`src/rtl/vga_timing_pkg.sv`:
```
// rtl/vga_timing_pkg.sv - phase encoding, XGA default timing and total-count helper for vga_timing_gen
package vga_timing_pkg;

  typedef enum logic [1:0] {
    PH_ACTIVE = 2'd0,
    PH_FRONT  = 2'd1,
    PH_SYNC   = 2'd2,
    PH_BACK   = 2'd3
  } phase_t;

  localparam int XGA_H_RES  = 1024;
  localparam int XGA_H_FP   = 24;
  localparam int XGA_H_SYNC = 136;
  localparam int XGA_H_BP   = 160;
  localparam int XGA_V_RES  = 768;
  localparam int XGA_V_FP   = 3;
  localparam int XGA_V_SYNC = 6;
  localparam int XGA_V_BP   = 29;

  function automatic int total_count(input int res, input int fp, input int sync_w, input int bp);
    return res + fp + sync_w + bp;
  endfunction

endpackage

```
`src/rtl/vga_axis_counter.sv`:
```
// rtl/vga_axis_counter.sv - one raster axis: position counter, ACTIVE/FRONT/SYNC/BACK phase FSM and sync output
module vga_axis_counter
  import vga_timing_pkg::*;
#(
  parameter int RES  = XGA_H_RES,
  parameter int FP   = XGA_H_FP,
  parameter int SYNC = XGA_H_SYNC,
  parameter int BP   = XGA_H_BP,
  parameter bit POL  = 1'b0,
  parameter int W    = 11
) (
  input  logic         clk,
  input  logic         rst_n,
  input  logic         step,
  output logic [W-1:0] count,
  output logic [1:0]   phase,
  output logic         sync,
  output logic         wrap
);

  localparam int TOTAL = total_count(RES, FP, SYNC, BP);
  localparam logic [W-1:0] LAST    = W'(TOTAL - 1);
  localparam logic [W-1:0] B_FRONT = W'(RES);
  localparam logic [W-1:0] B_SYNC  = W'(RES + FP);
  localparam logic [W-1:0] B_BACK  = W'(RES + FP + SYNC);

  phase_t       phase_q;
  phase_t       phase_nxt;
  logic [W-1:0] count_nxt;

  assign wrap  = (count == LAST);
  assign phase = phase_q;

  always_comb begin
    count_nxt = count;
    phase_nxt = phase_q;
    if (step) begin
      count_nxt = wrap ? '0 : count + W'(1);
      // Phase is decoded from the next count so sync lines up with the position it describes
      if (count_nxt == '0)          phase_nxt = PH_ACTIVE;
      else if (count_nxt == B_FRONT) phase_nxt = PH_FRONT;
      else if (count_nxt == B_SYNC)  phase_nxt = PH_SYNC;
      else if (count_nxt == B_BACK)  phase_nxt = PH_BACK;
    end
  end

  always_ff @(posedge clk or negedge rst_n) begin
    if (!rst_n) begin
      count   <= LAST;
      phase_q <= PH_BACK;
      sync    <= ~POL;
    end else begin
      count   <= count_nxt;
      phase_q <= phase_nxt;
      sync    <= (phase_nxt == PH_SYNC) ? POL : ~POL;
    end
  end

endmodule

```
`src/rtl/vga_timing_gen.sv`:
```
// rtl/vga_timing_gen.sv - raster timing controller; VGA_FRAME_CNT_EN adds the frame_cnt output
module vga_timing_gen
  import vga_timing_pkg::*;
#(
  parameter int H_RES  = XGA_H_RES,
  parameter int H_FP   = XGA_H_FP,
  parameter int H_SYNC = XGA_H_SYNC,
  parameter int H_BP   = XGA_H_BP,
  parameter int V_RES  = XGA_V_RES,
  parameter int V_FP   = XGA_V_FP,
  parameter int V_SYNC = XGA_V_SYNC,
  parameter int V_BP   = XGA_V_BP,
  parameter bit H_POL  = 1'b0,
  parameter bit V_POL  = 1'b0,
  parameter int H_DIM  = 11,
  parameter int V_DIM  = 10
) (
  input  logic           pix_clk,
  input  logic           rst_n,
  input  logic           en,
  output logic           hsync,
  output logic           vsync,
  output logic           disp_en,
  output logic [H_DIM:0] pos_x,
  output logic [V_DIM:0] pos_y,
  output logic           line_start,
  output logic           frame_start
`ifdef VGA_FRAME_CNT_EN
  ,
  output logic [7:0]     frame_cnt
`endif
);

  localparam int H_TOTAL = total_count(H_RES, H_FP, H_SYNC, H_BP);
  localparam int V_TOTAL = total_count(V_RES, V_FP, V_SYNC, V_BP);
  localparam logic [H_DIM:0] H_ACT_LAST = (H_DIM + 1)'(H_RES - 1);
  localparam logic [V_DIM:0] V_ACT_LAST = (V_DIM + 1)'(V_RES - 1);

  if (H_TOTAL > (1 << (H_DIM + 1)) || V_TOTAL > (1 << (V_DIM + 1)) ||
      H_FP < 1 || H_SYNC < 1 || H_BP < 1 || V_FP < 1 || V_SYNC < 1 || V_BP < 1) begin : g_cfg_check
    $error("vga_timing_gen: timing parameters do not fit the counters or a porch/sync is zero");
  end

  logic [1:0] h_phase;
  logic [1:0] v_phase;
  logic       h_wrap;
  logic       v_wrap;
  logic       v_step;
  logic       h_act_nxt;
  logic       v_act_nxt;

  assign v_step = en && h_wrap;

  vga_axis_counter #(
    .RES(H_RES), .FP(H_FP), .SYNC(H_SYNC), .BP(H_BP), .POL(H_POL), .W(H_DIM + 1)
  ) u_h (
    .clk(pix_clk), .rst_n(rst_n), .step(en),
    .count(pos_x), .phase(h_phase), .sync(hsync), .wrap(h_wrap)
  );

  vga_axis_counter #(
    .RES(V_RES), .FP(V_FP), .SYNC(V_SYNC), .BP(V_BP), .POL(V_POL), .W(V_DIM + 1)
  ) u_v (
    .clk(pix_clk), .rst_n(rst_n), .step(v_step),
    .count(pos_y), .phase(v_phase), .sync(vsync), .wrap(v_wrap)
  );

  // Activity of the next position, assuming the horizontal axis steps this cycle
  always_comb begin
    h_act_nxt = h_wrap || ((h_phase == PH_ACTIVE) && (pos_x != H_ACT_LAST));
    v_act_nxt = (v_phase == PH_ACTIVE);
    if (v_step) v_act_nxt = v_wrap || ((v_phase == PH_ACTIVE) && (pos_y != V_ACT_LAST));
  end

  always_ff @(posedge pix_clk or negedge rst_n) begin
    if (!rst_n) begin
      disp_en     <= 1'b0;
      line_start  <= 1'b0;
      frame_start <= 1'b0;
    end else if (en) begin
      disp_en     <= h_act_nxt && v_act_nxt;
      line_start  <= h_wrap;
      frame_start <= h_wrap && v_wrap;
    end
  end

`ifdef VGA_FRAME_CNT_EN
  always_ff @(posedge pix_clk or negedge rst_n) begin
    if (!rst_n)                    frame_cnt <= 8'd0;
    else if (en && h_wrap && v_wrap) frame_cnt <= frame_cnt + 8'd1;
  end
`endif

endmodule
```
`config.mk`:
```
export PLATFORM = sky130hd
export DESIGN_NAME = vga_timing_gen
export DESIGN_NICKNAME = d
export VERILOG_FILES = /design/src/rtl/vga_timing_pkg.sv /design/src/rtl/vga_axis_counter.sv /design/src/rtl/vga_timing_gen.sv
export SDC_FILE = /design/constraint.sdc
export NUM_CORES = 1
export LEC_CHECK = 0
export BUFFER_PORTS_ARGS = -buffer_cell sky130_fd_sc_hd__buf_2
export CAP_MARGIN = 20
export CORE_MARGIN = 1.5
export CORE_UTILIZATION = 35
export DETAILED_ROUTE_END_ITERATION = 8
export GPL_ROUTABILITY_DRIVEN = 1
export PLACE_DENSITY = 0.6
export SETUP_SLACK_MARGIN = 0.2
export SYNTH_ARGS = -nofsm -noshare
export SYNTH_HDL_FRONTEND = slang
export SYNTH_HIERARCHICAL = 1
export SYNTH_SLANG_ARGS = --single-unit
```
`constraint.sdc`:
```
create_clock -name pix_clk -period 5 [get_ports pix_clk]
set_clock_uncertainty 0.05 [all_clocks]
set_input_delay 1 -clock pix_clk [delete_from_list [all_inputs] [get_ports pix_clk]]
set_output_delay 1 -clock pix_clk [all_outputs]
set_load 0.05 [all_outputs]
```
==> results.py <==
metrics = {
    "yosys": {
        "synth_flop_cell": "dfstp_2",
        "ys_seq_elements": 32,
        "ys_warn_count": 6,
        "yosysUniqueCellTypes": 69,
        "synthArstFlopShare_pct": 100,
        "netlist_area_um2": 2300,
        "synth_enable_flop_cells": 0,
        "syn_inst": 257,
        "synthesis.nets": 265,
        "postSynthAreaPerCell_um2": 8.96,
        "yosysSeqAreaShare_pct": 35.8,
    },
    "global_routing": {
        "use_met2_pct": 24.5,
        "first_global_vias": 1848,
        "busiest_layer": "met2",
        "grt.overflow.total": 0,
        "grtUsageMet1_pct": 21.2,
        "antenna_found_initial": 0,
        "grt_max_degree": 33,
        "grt.total_usage_pct": 15.6,
        "use_met3_pct": 3.46,
        "grt_pass1_wl_um": 8970,
    },
    "power_and_ir_drop": {
        "powerDensity_nw_per_um2": 327,
        "pwr-share-comb_pct": 31.2,
        "internal-power_uw": 514,
        "p_switching_uw": 333,
        "irDropWorstVdd_v": 0.000294,
        "power_frac_seq_pct": 42.4,
        "clkPwrFrac_pct": 26.4,
        "switching_share_pct": 39.3,
        "p_leak_nw": 1.09,
    },
    "worst_hold_path": {
        "hp-class": "flop to flop",
        "min_from": "line_start",
        "min_to": "line_start",
        "hold_depth": 1,
    },
    "final_layout": {
        "drive_gt1_share_pct": 30.3,
        "ff_latch_area_um2": 825,
        "multi_input_area_um2": 1380,
        "fillCellCount": 618,
        "final_cells": 361,
        "antennaDiodeCount": 0,
        "final_nets": 291,
        "area_growth_syn_to_layout_pct": 12.3,
    },
    "critical_path": {
        "reg2reg_from": "u_h/count[0]",
        "r2r_cells": 9,
        "critPathMaxFanout": 25,
        "end_kind": "flop",
        "path_class": "flop to flop",
        "timing.rr.end": "u_v/sync",
        "required_ns": 5.16,
        "rrSetupSlack_ns": 1.83,
        "cp.arrival_ns": 3.33,
        "start_kind": "flop",
        "critical_path.startpoint": "u_h/count[0]",
    },
    "placed_design": {
        "dpl.cell_count": 353,
        "gp_congestion": 0.853,
        "io_buffers": 30,
        "dpl.hpwl_um": 3800,
    },
    "clocking": {
        "cts_max_level": 2,
        "path_clk_slew_ns": 0.07,
        "clock_latency_ns": 0.29,
        "postCtsSetupBuffers": 0,
        "numCtsBuffers": 5,
        "cts_tree": "done",
        "cts.sinks": 32,
        "cts_resized": 0,
        "cts_buffer_depth": 2,
        "cts_hold_buf": 0,
        "cts-root-buf": "clkbuf_8",
    },
    "route": {
        "firstDrtPassIters": 4,
        "routed_wl_um": 5350,
        "avgViaCountPerCell": 5.56,
        "initialDrtViolationCount": 89,
        "wl_per_cell_um": 14.8,
        "vias": 2008,
        "drc": 0,
        "drtAntennaViolNets": 0,
    },
    "floorplanning": {
        "dieArea_um2": 7070,
        "fp.dieH_um": 84.1,
        "initial_utilization_pct": 36.3,
        "die_x_um": 84.1,
        "top_level_ports": 31,
        "rows": 29,
        "core_um2": 6350,
    },
    "sta": {
        "slew_violations": 0,
        "setup_tns_ns": 0,
        "worstMarginPinSlew_ns": 0.815,
        "fmax_mhz": 316,
        "fin_crit_sh_pct": 63.4,
        "setup_viol": 0,
        "hold_viol": 0,
        "rsz0062_at_grt": "false",
        "slew_headroom_pct": 45.7,
        "min_period_ns": 3.17,
    },
    "flow_run": {
        "max_cap_viol_count": 0,
    },
    "outcome": {
        "outcome": "finished clean",
    },
}
==> placed cells by master, fill, tap and decap left out, drive strengths merged, types with 2 or more instances in the layout <==
cell,count
o22ai,4
o211ai,3
and3,6
nor2b,3
a21o,3
o21a,2
nand4,7
and4,2
or4,4
o21ai,18
nor4,3
mux2i,5
dfstp,19
or2,3
clkbuf,8
nand2,30
nand4b,2
nor3,10
buf,30
xor2,3
nor2,19
nand3,12
xnor2,10
a31oi,3
and2,5
o31ai,3
nor4b,3
a21oi,12
inv,10
and3b,2
dfrtp,13
or3b,2
ha,5
and2b,2
==> power groups by stage <==
| stage | logic [mW] | registers (mW) | clock network (mW) |
|---|---|---|---|
| 6_report | 0.264 | 0.359 | 0.223 |
| 5_1_grt | 0.286 | 0.368 | 0.242 |
| 4_1_cts | 0.263 | 0.358 | 0.230 |
| 3_5_place_dp | 0.262 | 0.362 | 0 |
| 3_3_place_gp | 0.263 | 0.362 | 0 |
| 2_1_floorplan | 0.141 | 0.426 | 0 |
==> kinds of logic after synthesis <==
family                   Yosys count  synth area share [%]
AND/OR/NAND/NOR                  121                  32.0
buffers and inverters             21                  4.35
flip-flops                        32                  35.8
multiplexers                       6                  2.66
XOR/XNOR                          13                  4.95
AO/OA/AOI/OAI                     59                  17.6
adder cells (fa/ha/maj)            5                  2.72
==> area by class of cell <==
cell class,instances,share of cell area [%]
flip-flops and latches,32,31.9
well taps,77,3.73
inverters,10,1.45
repair buffers,30,5.81
clock buffers,8,3.87
multi-input cells,204,53.3
==> flip-flops by register name, summed over array words and instances, names as in the netlist <==
register and cells:
disp_en 1, frame_start 1, line_start 1, u_h/count 12, u_h/phase 2, u_h/sync 1, u_v/count 11, u_v/phase 2
u_v/sync 1
==> synth_stat cells, drive strengths merged (4+ instances only) <==
cell,instances,share of area (%)
o22ai,4,1.1
nand3,12,3.4
and3,6,1.8
nor2,19,3.4
nand4,7,2.2
xnor2,10,3.8
inv,10,1.6
o21ai,18,3.9
nor3,10,2.4
clkbuf,5,0.82
nand2,30,5.0
ha,5,2.7
or4,4,1.6
dfstp,19,22
a21oi,12,2.6
and2,5,1.4
dfrtp,13,14
mux2i,5,2.2
buf,6,1.9
==> critical path, cell delays in order (launching register included) <==
cell and delay [ns]:
dfstp_2 0.60, ha_1 0.22, nand2_1 0.13, nor2_1 0.28, nand2_1 0.15, inv_1 0.14
and2_1 0.68, nor4bb_1 0.37, a31oi_1 0.13, or3b_1 0.36
==> worst max-delay path by stage <==
stage                    end  slack [ns]  cells after the start
floorplan           u_v/sync        2.01                     11
global placement    u_v/sync        1.94                      8
global route        u_v/sync        1.51                      9
finish              u_v/sync        1.83                      9
CTS                 u_v/sync        1.86                      9
detailed placement  u_v/sync        1.84                      9
==> metrics by stage <==
step | power, mW | area [um2] | worst slack (ns) | utilization, % | hold WS (ns)
after floorplan | 0.567 | 2300 | 2.01 | - | 0.493
after global placement | 0.625 | 2490 | 1.94 | 39.2 | 0.449
after detailed placement | 0.625 | 2490 | 1.84 | 39.2 | 0.451
final | 0.847 | 2590 | 1.83 | 40.7 | 0.461
after global routing | 0.896 | 2590 | 1.51 | 40.7 | 0.478
after CTS | 0.852 | 2590 | 1.86 | 40.7 | 0.467
==> per-layer routing <==
metal,vias to the layer above,part of all wire (%)
met5,-,0
met4,0,1.3
met3,8,4.3
met2,46,45
met1,959,49
li1,995,-
Note: power is estimated with default switching activity, not from simulation.
